## src/rtl/noc_vc_output_port.sv

```systemverilog
// noc_vc_output_port: per-VC flit FIFOs with credit-gated round-robin arbitration onto one registered output.
module noc_vc_output_port #(
    parameter int DATA_W = 16,
    parameter int DEPTH = 4,
    parameter int NUM_VC = 2,
    parameter int CREDITS = 5,
    localparam int VC_W = (NUM_VC > 1) ? $clog2(NUM_VC) : 1
) (
    input  logic              clk,
    input  logic              rst,
    input  logic              in_valid,
    input  logic [VC_W-1:0]   in_vc,
    input  logic [DATA_W-1:0] in_data,
    input  logic [NUM_VC-1:0] credit_inc,
    output logic [NUM_VC-1:0] full_o,
    output logic              out_valid,
    output logic [VC_W-1:0]   out_vc,
    output logic [DATA_W-1:0] out_data,
    output logic              err_o
);
    localparam int PTR_W = (DEPTH > 1) ? $clog2(DEPTH) : 1;
    localparam int CNT_W = $clog2(DEPTH + 1);
    localparam int CR_W = $clog2(CREDITS + 1);

    logic [DATA_W-1:0] mem_q [NUM_VC][DEPTH];
    logic [DATA_W-1:0] mem_d [NUM_VC][DEPTH];
    logic [PTR_W-1:0]  rd_q [NUM_VC], rd_d [NUM_VC], wr_q [NUM_VC], wr_d [NUM_VC];
    logic [CNT_W-1:0]  cnt_q [NUM_VC], cnt_d [NUM_VC];
    logic [CR_W-1:0]   cred_q [NUM_VC], cred_d [NUM_VC];
    logic [VC_W-1:0]   rr_q, rr_d, out_vc_q, out_vc_d, gnt_vc, idx;
    logic [DATA_W-1:0] out_data_q, out_data_d;
    logic              out_valid_q, out_valid_d, err_q, err_d;
    logic              in_ok, push, push_err, grant;
    logic [NUM_VC-1:0] elig, pu, po;

    function automatic logic [PTR_W-1:0] nxt(input logic [PTR_W-1:0] p);
        return (p == PTR_W'(DEPTH - 1)) ? '0 : p + 1'b1;
    endfunction

    always_comb begin
        full_o = '0;
        elig = '0;
        for (int v = 0; v < NUM_VC; v++) begin
            full_o[v] = cnt_q[v] == CNT_W'(DEPTH);
            elig[v] = (cnt_q[v] != '0) && (cred_q[v] != '0);
        end
        in_ok = int'(in_vc) < NUM_VC;
        push = in_valid && in_ok && !full_o[in_vc];
        push_err = in_valid && !push;
        grant = 1'b0;
        gnt_vc = '0;
        idx = '0;
        // search begins one past the last granted VC and wraps back to it last
        for (int i = 1; i <= NUM_VC; i++) begin
            idx = VC_W'((int'(rr_q) + i) % NUM_VC);
            if (!grant && elig[idx]) begin
                grant = 1'b1;
                gnt_vc = idx;
            end
        end
        pu = '0;
        po = '0;
        for (int v = 0; v < NUM_VC; v++) begin
            pu[v] = push && (in_vc == VC_W'(v));
            po[v] = grant && (gnt_vc == VC_W'(v));
        end
    end

    always_comb begin
        mem_d = mem_q;
        err_d = err_q | push_err;
        rr_d = grant ? gnt_vc : rr_q;
        out_valid_d = grant;
        out_vc_d = grant ? gnt_vc : out_vc_q;
        out_data_d = grant ? mem_q[gnt_vc][rd_q[gnt_vc]] : out_data_q;
        for (int v = 0; v < NUM_VC; v++) begin
            rd_d[v] = po[v] ? nxt(rd_q[v]) : rd_q[v];
            wr_d[v] = pu[v] ? nxt(wr_q[v]) : wr_q[v];
            if (pu[v])
                mem_d[v][wr_q[v]] = in_data;
            cnt_d[v] = cnt_q[v] + CNT_W'(pu[v]) - CNT_W'(po[v]);
            // a return with a same-edge grant nets out; a lone return at the cap saturates and flags
            cred_d[v] = (credit_inc[v] && !po[v]) ? ((cred_q[v] == CR_W'(CREDITS)) ? cred_q[v] : cred_q[v] + 1'b1)
                      : (po[v] && !credit_inc[v]) ? cred_q[v] - 1'b1 : cred_q[v];
            err_d = err_d | (credit_inc[v] && !po[v] && (cred_q[v] == CR_W'(CREDITS)));
        end
    end

    always_ff @(posedge clk) begin
        mem_q <= mem_d;
        if (rst) begin
            for (int v = 0; v < NUM_VC; v++) begin
                rd_q[v] <= '0;
                wr_q[v] <= '0;
                cnt_q[v] <= '0;
                cred_q[v] <= CR_W'(CREDITS);
            end
            rr_q <= VC_W'(NUM_VC - 1);
            out_valid_q <= 1'b0;
            out_vc_q <= '0;
            out_data_q <= '0;
            err_q <= 1'b0;
        end else begin
            rd_q <= rd_d;
            wr_q <= wr_d;
            cnt_q <= cnt_d;
            cred_q <= cred_d;
            rr_q <= rr_d;
            out_valid_q <= out_valid_d;
            out_vc_q <= out_vc_d;
            out_data_q <= out_data_d;
            err_q <= err_d;
        end
    end

    assign out_valid = out_valid_q;
    assign out_vc = out_vc_q;
    assign out_data = out_data_q;
    assign err_o = err_q;
endmodule

```

## config.mk

```make
export PLATFORM = sky130hd
export DESIGN_NAME = noc_vc_output_port
export DESIGN_NICKNAME = d
export VERILOG_FILES = /design/src/rtl/noc_vc_output_port.sv
export SDC_FILE = /design/constraint.sdc
export NUM_CORES = 1
export LEC_CHECK = 0
export ABC_AREA = 1
export CAP_MARGIN = 20
export CORE_ASPECT_RATIO = 0.6
export CORE_UTILIZATION = 45
export CTS_BUF_LIST = sky130_fd_sc_hd__clkbuf_8
export CTS_CLUSTER_SIZE = 40
export DETAILED_ROUTE_END_ITERATION = 10
export PLACE_DENSITY = 0.66
export SLEW_MARGIN = 0
export SYNTH_ARGS = -nofsm -noshare
export SYNTH_HDL_FRONTEND = slang
export SYNTH_SLANG_ARGS = --single-unit
```

## constraint.sdc

```tcl
create_clock -name clk -period 2.2 [get_ports clk]
set_clock_uncertainty 0.15 [all_clocks]
set_input_delay 0.33 -clock clk [delete_from_list [all_inputs] [get_ports clk]]
set_output_delay 0.33 -clock clk [all_outputs]
set_load 0.02 [all_outputs]
```

======== Yosys cells after proc, flatten, opt, wreduce, memory -nomap -nowiden ========
Cells that the tools add are included.
word-level totals
  register bits ........................... 168
  latch bits .............................. 0
  RAM bits ................................ 0
  memory bits (read-only) ................. 0
  input port bits ......................... 22
  memories ................................ 0
operators by class
  $add $sub $neg .......................... 14
  multiply operators ...................... 0
  div/mod/pow operators ................... 0
  $lt $le $gt $ge ......................... 9
  equality and inequality tests ........... 10
  shifts and indexed selects .............. 0
  mux-type cells .......................... 35
  bitwise logic cells ..................... 9
  reduce and logical (&&, ||, !) cells .... 32
operators with widths
  kind                                                                          number
  64-bit 2-to-1 mux                                                             3
  64-bit bitwise mux                                                            2
  16-bit demux with 2-bit select                                                2
  16-bit 2-to-1 mux                                                             4
  16-bit binary-select mux with 2-bit select                                    1
  3-bit 2-to-1 mux                                                              6
  1-bit logical AND                                                             17
  2-bit 2-to-1 mux                                                              7
  3-bit equality test, second input constant                                    4
  3-bit nonzero test                                                            4
  1-bit 2-to-1 mux                                                              10
  3-bit greater-or-equal comparator, second input constant                      3
  2-bit inverter with 3-bit output                                              3
  2-bit by 1-bit adder with 2-bit output, second input constant                 4
  2-bit equality test, second input constant                                    4
  1-bit logical NOT                                                             7
  3-bit by 1-bit adder with 3-bit output                                        2
  3-bit by 1-bit adder with 3-bit output, second input constant                 2
  1-bit by 2-bit less-than comparator with 1-bit output, second input constant  3
  3-bit by 1-bit less-than comparator with 1-bit output, second input constant  2
  3-bit by 1-bit subtractor with 3-bit output                                   2
  3-bit by 1-bit subtractor with 3-bit output, second input constant            2
  2-bit inequality test, second input constant                                  2
  2-bit AND reduction                                                           2
  other kinds (6)                                                               11

======== Logic depth before layout (Yosys ltp) ========
Gate-level depths: netlist of run 1.
  depth after elaboration ................. 16
  mapped depth ............................ 15

======== Worst setup path before layout of run 1 ========
No wires, ideal clock.
  path kind ............................... register to register
  start ................................... reg cnt_q[1] (netlist bit)
  end ..................................... reg cnt_q[2] (netlist bit)
  setup time .............................. 0.119 ns
  data arrival time ....................... 2.274 ns
  data required time ...................... 1.931 ns
  setup slack ............................. -0.343 ns
  cell stages (with the launch flop) ...... 12
  buffers on the path ..................... 0
  cell sequence ........................... dfxtp_1 -> or2_2 -> nor2_1 -> nor2_1 -> nand2_1 -> ha_1 -> inv_1 -> ha_1 -> inv_1 -> fa_1 -> o21ai_0 -> a21oi_1
RTL lines
  item                                                  line  source
  from (decl)                                           28    logic [CNT_W-1:0] cnt_q [NUM_VC], cnt_d [NUM_VC];
  from (signal assigned)                                106   cnt_q <= cnt_d;
  3-bit equality test                                   44    full_o[v] = cnt_q[v] == CNT_W'(DEPTH);
  via full_o[1]                                         15    output logic [NUM_VC-1:0] full_o,
  1-bit 2-to-1 mux (not written as such) (2 in series)  48    push = in_valid && in_ok && !full_o[in_vc];
  1-bit logical NOT                                     48
  1-bit logical AND                                     48
  1-bit logical AND                                     64    pu[v] = push && (in_vc == VC_W'(v));
  3-bit by 1-bit adder with 3-bit output                81    cnt_d[v] = cnt_q[v] + CNT_W'(pu[v]) - CNT_W'(po[v]);
  3-bit by 1-bit subtractor with 3-bit output           81
The timed path passes the listed nets, and every way through them passes these cells. The select of a mux whose other input is x is not followed.
A chain may end at the register's enable or synchronous reset.

======== Worst setup path in the final report of run 1 ========
  start ................................... reg cnt_q[4] (netlist bit)
  end ..................................... reg cred_q[5] (netlist bit)
between the ends
  word-level cells in the longest chain between the ends .. 14
RTL lines
  item                                                                   line  source
  3-bit nonzero test *                                                   45    elig[v] = (cnt_q[v] != '0) && (cred_q[v] != '0);
  1-bit logical AND *                                                    45
  1-bit 2-to-1 mux (not written as such) (2 in series)                   56    if (!grant && elig[idx]) begin
  1-bit 2-to-1 mux                                                       56
  1-bit logical NOT                                                      56
  1-bit logical AND                                                      56
  1-bit 2-to-1 mux                                                       56
  1-bit inverter                                                         65    po[v] = grant && (gnt_vc == VC_W'(v));
  1-bit logical AND *                                                    65
  1-bit logical NOT                                                      83    cred_d[v] = (credit_inc[v] && !po[v]) ? ((cred_q[v] == CR_W'(CREDITS)) ? cred_q[v] : cred_q[v] + 1'b1)
  1-bit logical AND                                                      83
  2-bit inequality test (no line) or 2-bit nonzero test (tied branches)  -
  2-bit AND reduction (no line)                                          -
  to (signal, indexed assignment)                                        96    cred_q[v] <= CR_W'(CREDITS);
  to (signal assigned)                                                   107   cred_q <= cred_d;
  to (decl)                                                              29    logic [CR_W-1:0] cred_q [NUM_VC], cred_d [NUM_VC];
Every way passes the cells marked *; elsewhere a longest branch is shown, timed or not. The select of a mux whose other input is x is not followed.

==> impl_results.md, run 1 <==
- Status: complete, but fails checks
- Failing checks: DRC
- Critical path endpoint category: flop
- Static Leak: 3.70 nW
- CTS H-tree depth: 4
- Total gr overflow: 0
- Worst endpoint required time: 2.38 ns
- Initial antenna violation count: 0
- CP Launch Type: flop
- Fin crit share: 0.976
- Worst Hold Class: reg2reg
- Hold_ws: 0.333 ns
- Final Total Pwr: 0.0130 W
- Post-Syn Area: 7300 um^2
- Share of cells above drive strength 1: 0.176
- DRT antenna net count: 0
- Die X-Extent: 166 um
- Synth Register Bits: 168
- Clock sink count: 168
- Antenna diodes: 0
- Number of DRC markers in iteration 0: 414
- Nets: 827
- Endpoints failing hold: 0
- Syn Inst Count: 710
- Total Routing Usage GR: 0.215
- Mean Syn Cell Area: 10.3 um^2
- DRC viols: 5
- Ports: 43
- Finish-stage setup viols: 0
- Kind of critical path: reg2reg
- TritonRoute pass-1 iters: 8
- Clock transition at path regs: 0.09 ns
- Post-Syn Nets: 750
- Syn. warnings: 0
- CP Data Arrival Time: 2.33 ns
- Register cell area after layout: 4660 um^2
- Max VDD drop: 0.000700 V
- Dpl hpwl: 10500 um
- Peak Freq: 466 MHz
- Root Driver: clkbuf_8
- CP max FO: 6
- Skew-Pair Late Insertion Delay: 0.45 ns
- First-pass GRT wire length: 26600 um
- CTS Buf Count: 17
- Number of global-route vias before repair: 4998
- Worst slew margin: 0.718
- Pwr Density: 1460 nW/um^2
- Max Root-Sink Buffers: 2
- Area taken by multi-input logic gates: 2290 um^2
- Max cap viols: 0
- Sequential fraction of the synthesis area: 0.636
- Routed WL per cell: 17.0 um
- Core area: 15600 um^2
- Die area: 16700 um^2
- Worst slew pin tran: 0.423 ns
- Post-CTS Hold Fix Bufs: 0
- Gpl congestion: 0.769
- Initial Util: 0.468
- CTS tree: done
- Rows: 35
- Die height: 101 um
- Largest net degree at the start of global routing: 47
- I/O Buffers: 42
- Final wirelength: 17000 um
- Area grow syn2layout: 22.1%
- Fill count: 1265
- DR vias/cell: 5.13
- Distinct cells, synth: 33
- Max-slew violation count: 0
- Via Count: 5148
- Final critical-path required period: 2.15 ns
## layer usage
metal  global-route usage  share of wire  routed length (um)
met5                    0              0                   0
met4               0.0897          0.015                 253
met3               0.0369          0.077                1310
met2                0.340           0.45                7650
met1                0.295           0.46                7810
## what timing repair did
action                                  4_1_cts  5_1_grt
cloned                                        0        1
pin swaps                                     2       13
hold endpoints to repair                      0        0
gates resized for setup                       6       38
endpoints found under the setup margin       13       22
setup buffers                                 1        5
## area by class of cell
cell class | count | share of cell area
inverter | 94 | 0.0410
tap | 203 | 0.0285
clock inverter | 15 | 0.0160
clock buffer | 17 | 0.0263
multi-input combinational | 417 | 0.257
sequential | 168 | 0.523
timing repair buffer | 89 | 0.108
## layout by cell type, fill, tap and decap left out, types with 22 or more instances in the layout
cell	count
edfxtp_1	128
dfxtp_1	29
nand3_1	83
inv_1	82
nand2_1	184
clkdlybuf4s50_1	40
o21ai_0	22
buf_4	32
## power breakdown
| part | internal (W) | switching, W |
|---|---|---|
| sequential | 0.00383 | 0.000187 |
| combinational | 0.00256 | 0.00428 |
| clock | 0.000921 | 0.00120 |
## final timing paths
check / start / depth (start not counted) / slack (ns) / endpoint
setup / recovery: cnt_q[4] / 12 / 0.05 / cred_q[5]
hold reg to reg: out_vc / 2 / 0.33 / out_vc
hold / removal: out_vc / 2 / 0.33 / out_vc
setup reg to reg: cnt_q[4] / 12 / 0.05 / cred_q[5]
## logic make-up (layout without fill, tap and decap cells)
kind of cell             count (synthesis)  after routing  synth area share
AO/OA/AOI/OAI                           48             48            0.0364
XOR/XNOR                                 1              1           0.00120
adder cells (fa/ha/maj)                 18             18            0.0350
buffers and inverters                  125            215            0.0701
flip-flops                             168            168             0.636
AND/OR/NAND/NOR                        350            350             0.221
## critical path, cell delays in order (launching register included)
cell and delay [ns]:
dfxtp_4 0.37, nor2_2 0.12, nand2_2 0.10, nand3_4 0.11, nand2_8 0.09, nand2_4 0.09
buf_4 0.14, nand2_2 0.08, fa_2 0.34, xor2_1 0.16, buf_4 0.14, nand3_1 0.07
nand3_1 0.08
## sequential cells by signal, indices dropped and copies added, names as in the netlist
register,cells
out_data,16
cred_q,6
wr_q,4
mem_q,128
out_valid,1
out_vc,1
rr_q,1
err_o,1
cnt_q,6
rd_q,4
## cells in the mapped netlist
cell,n,share of area
or2_1,3,0.0026
nor2_1,23,0.012
o21ai_4,1,0.0022
ha_1,14,0.024
nand3_2,3,0.0041
nand2_1,190,0.098
o211a_1,1,0.0014
nand3_1,87,0.060
nand2_4,4,0.0062
fa_1,4,0.011
clkbuf_1,11,0.0057
buf_6,1,0.0015
a21oi_1,16,0.011
nor3b_1,1,0.0010
inv_1,89,0.046
buf_4,4,0.0041
a31oi_1,1,0.00086
o21ai_0,25,0.017
buf_2,14,0.0096
nand2_2,3,0.0026
inv_2,4,0.0021
xor2_1,1,0.0012
o21ai_1,1,0.00069
edfxtp_1,128,0.53
or2_2,2,0.0017
buf_1,1,0.00051
nand4_1,17,0.015
dfxtp_1,40,0.11
nand3_4,1,0.0024
a211oi_1,2,0.0021
o21a_1,1,0.0010
nand3b_1,16,0.016
inv_4,1,0.00086
## stage by stage
stage          setup slack (ns)  utilization  std cells  instance area [um^2]  setup TNS [ns]
2_1_floorplan           -0.0424            -        710                  7350          -0.112
6_report                 0.0534        0.572       1003                  8910               0
3_3_place_gp             -0.202        0.534        964                  8330          -0.515
5_1_grt                 -0.0167        0.572       1003                  8910         -0.0330
3_5_place_dp             -0.312        0.534        964                  8330          -0.856
4_1_cts                 -0.0242        0.560        997                  8730         -0.0459
No activity file was read; power rests on OpenSTA's default activity.
==> run 2, diff against run 1 <==
--- a/config.mk
+++ b/config.mk
@@ -10,7 +10,7 @@
 export CORE_ASPECT_RATIO = 0.6
 export CORE_UTILIZATION = 45
 export CTS_BUF_LIST = sky130_fd_sc_hd__clkbuf_8
-export CTS_CLUSTER_SIZE = 40
+export CTS_CLUSTER_SIZE = 12
 export DETAILED_ROUTE_END_ITERATION = 10
 export PLACE_DENSITY = 0.66
 export SLEW_MARGIN = 0
==> results of run 2 <==
The final DEF is identical to that of run 1; final timing and power are the same.
==> run 3, diff against run 2 <==
--- a/config.mk
+++ b/config.mk
@@ -12,7 +12,9 @@
 export CTS_BUF_LIST = sky130_fd_sc_hd__clkbuf_8
 export CTS_CLUSTER_SIZE = 12
 export DETAILED_ROUTE_END_ITERATION = 10
-export PLACE_DENSITY = 0.66
+export DONT_BUFFER_PORTS = 1
+export PLACE_DENSITY = 0.63
+export RECOVER_POWER = 100
 export SLEW_MARGIN = 0
 export SYNTH_ARGS = -nofsm -noshare
 export SYNTH_HDL_FRONTEND = slang
==> impl_results.md, run 3 (synthesized netlist as in run 1, its figures left out) <==
- DR vias/cell: 5.34 (was 5.13)
- R2r setup slk: 0.03 ns (was 0.05 ns)
- DRC viols: 3 (was 5)
- Pre-CTS setup slack: -0.0315 ns (was -0.312 ns)
- Initial Util: 0.468 (unchanged)
- Most flop-heavy register: mem_q (unchanged)
- DRT antenna net count: 0 (unchanged)
- Critical path endpoint category: flop (unchanged)
- CP Launch Type: flop (unchanged)
- Pwr Density: 1480 nW/um^2 (was 1460 nW/um^2)
- Finish-stage setup viols: 0 (unchanged)
- Max cap viols: 0 (unchanged)
- Hold Crit Depth: 1 (was 2)
- Max-slew violation count: 0 (unchanged)
- CP Data Arrival Time: 2.37 ns (was 2.33 ns)
- CTS tree: done (unchanged)
- Status: complete, but fails checks (unchanged)
- Final core utilization: 0.561 (was 0.572)
- Number of global-route vias before repair: 4998 (unchanged)
- Clock transition at path regs: 0.09 ns (about the same)
- Largest net degree at the start of global routing: 46 (was 47)
- Routed WL per cell: 18.3 um (was 17.0 um)
- Static Leak: 3.64 nW (was 3.70 nW)
- Kind of critical path: reg2reg (unchanged)
- Worst slew margin: 0.431 (was 0.718)
- CTS Buf Count: 17 (unchanged)
- Final instance area: 8750 um^2 (was 8910 um^2)
- Antenna diodes: 0 (unchanged)
- Max Root-Sink Buffers: 2 (unchanged)
- Fill count: 1277 (was 1265)
- Max reg flops: 128 (unchanged)
- Hold endpoint: cnt_q[1] (was out_vc)
- Dpl hpwl: 10600 um (was 10500 um)
- Hold_sp: rst (was out_vc)
- Skew-Pair Late Insertion Delay: 0.45 ns (about the same)
- Total Routing Usage GR: 0.224 (was 0.215)
- Register cell area after layout: 4670 um^2 (was 4660 um^2)
- Area taken by multi-input logic gates: 2290 um^2 (about the same)
- CP max FO: 7 (was 6)
- Initial antenna violation count: 0 (unchanged)
- Unrepaired setup endpoints after global routing: yes
- Worst Reg2Reg Path Length in Cells: 13 (was 12)
- Endpoints failing hold: 10 (was 0)
- Post-CTS Hold Fix Bufs: 22 (was 0)
- CTS H-tree depth: 4 (unchanged)
- Hold_ws: -0.217 ns (was 0.333 ns)
- Total gr overflow: 0 (unchanged)
- Nets: 807 (was 827)
- Area grow syn2layout: 19.9% (was 22.1%)
- Via Count: 5245 (was 5148)
- Die height: 101 um (unchanged)
- R2r endpoint: cnt_q[4] (was cred_q[5])
- Ports: 43 (unchanged)
- Clock sink count: 168 (unchanged)
- Peak Freq: 461 MHz (was 466 MHz)
- Max VDD drop: 0.000825 V (was 0.000700 V)
- Worst endpoint required time: 2.40 ns (was 2.38 ns)
- R2R Path Start: cnt_q[1] (was cnt_q[4])
- Gpl congestion: 0.798 (was 0.769)
- Fin crit share: 0.985 (was 0.976)
- Placed cell areas: 7840 um^2 (was 8330 um^2)
- TritonRoute pass-1 iters: 8 (unchanged)
- Worst Hold Class: in2reg (was reg2reg)
- Failing checks: DRC, hold timing (was DRC)
- Die X-Extent: 166 um (unchanged)
- I/O Buffers: 0 (was 42)
- Worst Setup Slack, final: 0.0320 ns (was 0.0534 ns)
- Final critical-path required period: 2.17 ns (was 2.15 ns)
- First-pass GRT wire length: 27600 um (was 26600 um)
- Share of cells above drive strength 1: 0.187 (was 0.176)
- Final wirelength: 17900 um (was 17000 um)
- Core area: 15600 um^2 (unchanged)
- Worst slew pin tran: 0.852 ns (was 0.423 ns)
- Commonest non-fill, non-tap cell in the layout: nand2_1 (unchanged)
- Number of DRC markers in iteration 0: 393 (was 414)
- Root Driver: clkbuf_8 (unchanged)
- Most frequent cells in the layout: 185 x nand2_1, 128 x edfxtp_1, 85 x nand3_1 (was 184 x nand2_1, 128 x edfxtp_1, 83 x nand3_1)
- Die area: 16700 um^2 (unchanged)
- Rows: 35 (unchanged)
run 3: cell types whose count changed in the layout (fill, tap and decap cells not counted), sizes merged:
cell / delta
clkinvlp: +1
buf: +1
clkinv: -1
bufinv: +2
inv: -2
clkdlybuf4s50: -40
dlygate4sd2: -2
dlygate4sd3: +21
run 3: layout make-up:
cell class	instances	area share
Sequential cell	168	0.534
Clock inverter	15	0.0217
Inverter	94	0.0432
Tap cell	203	0.0290
Timing Repair Buffer	69	0.0828
Multi-Input combinational cell	417	0.262
Clock buffer	17	0.0267
run 3: how the worst max path moves through the flow:
stage / slack (ns) / start / endpoint
2_1_floorplan: -0.04 / cnt_q[4] / cnt_q[2]
6_report: 0.03 / cnt_q[1] / cnt_q[4]
4_1_cts: -0.0002 / cnt_q[1] / cnt_q[2]
5_1_grt: -0.06 / cnt_q[1] / cnt_q[2]
3_3_place_gp: 0.04 / cnt_q[1] / cnt_q[2]
3_5_place_dp: -0.03 / cred_q[1] / cnt_q[5]
run 3: critical path: stages (launching register included):
cell,delay (ns)
dfxtp_4,0.37
nor2_4,0.10
nand2_2,0.08
nand2_4,0.11
inv_6,0.05
nand2_8,0.11
nand2_4,0.07
inv_4,0.06
ha_4,0.18
inv_2,0.06
ha_4,0.13
inv_4,0.03
fa_2,0.54
nor2_2,0.04
run 3: per-layer routing:
layer | wire [um] | GRT usage | up-vias
li1 | - | - | 2479
met1 | 8240 | 0.311 | 2539
met2 | 7980 | 0.350 | 205
met3 | 1510 | 0.0491 | 22
met4 | 211 | 0.0783 | 0
met5 | 0 | 0 | -
run 3: what timing repair did:
| action | CTS | global route |
|---|---|---|
| gates resized for setup | 8 | 46 |
| setup endpoints to repair | 4 | 22 |
| cloned | 0 | 1 |
| pin swaps | 5 | 14 |
| endpoints found under the hold margin | 143 | 10 |
| setup buffers | 2 | 9 |
run 3: where the power goes:
part	switching (W)	internal [W]	leakage (nW)
combinational	0.00399	0.00237	1.94
sequential	0.000429	0.00384	1.50
clock	0.00121	0.00115	0.206
run 3: per-stage QoR:
stage	cells	total power, W	TNS, ns
floorplan	710	0.00795	-0.112
global placement	918	0.00970	0
detailed placement	918	0.00988	-0.0643
CTS	974	0.0124	-0.000197
global route	983	0.0139	-0.288
finish	983	0.0130	0
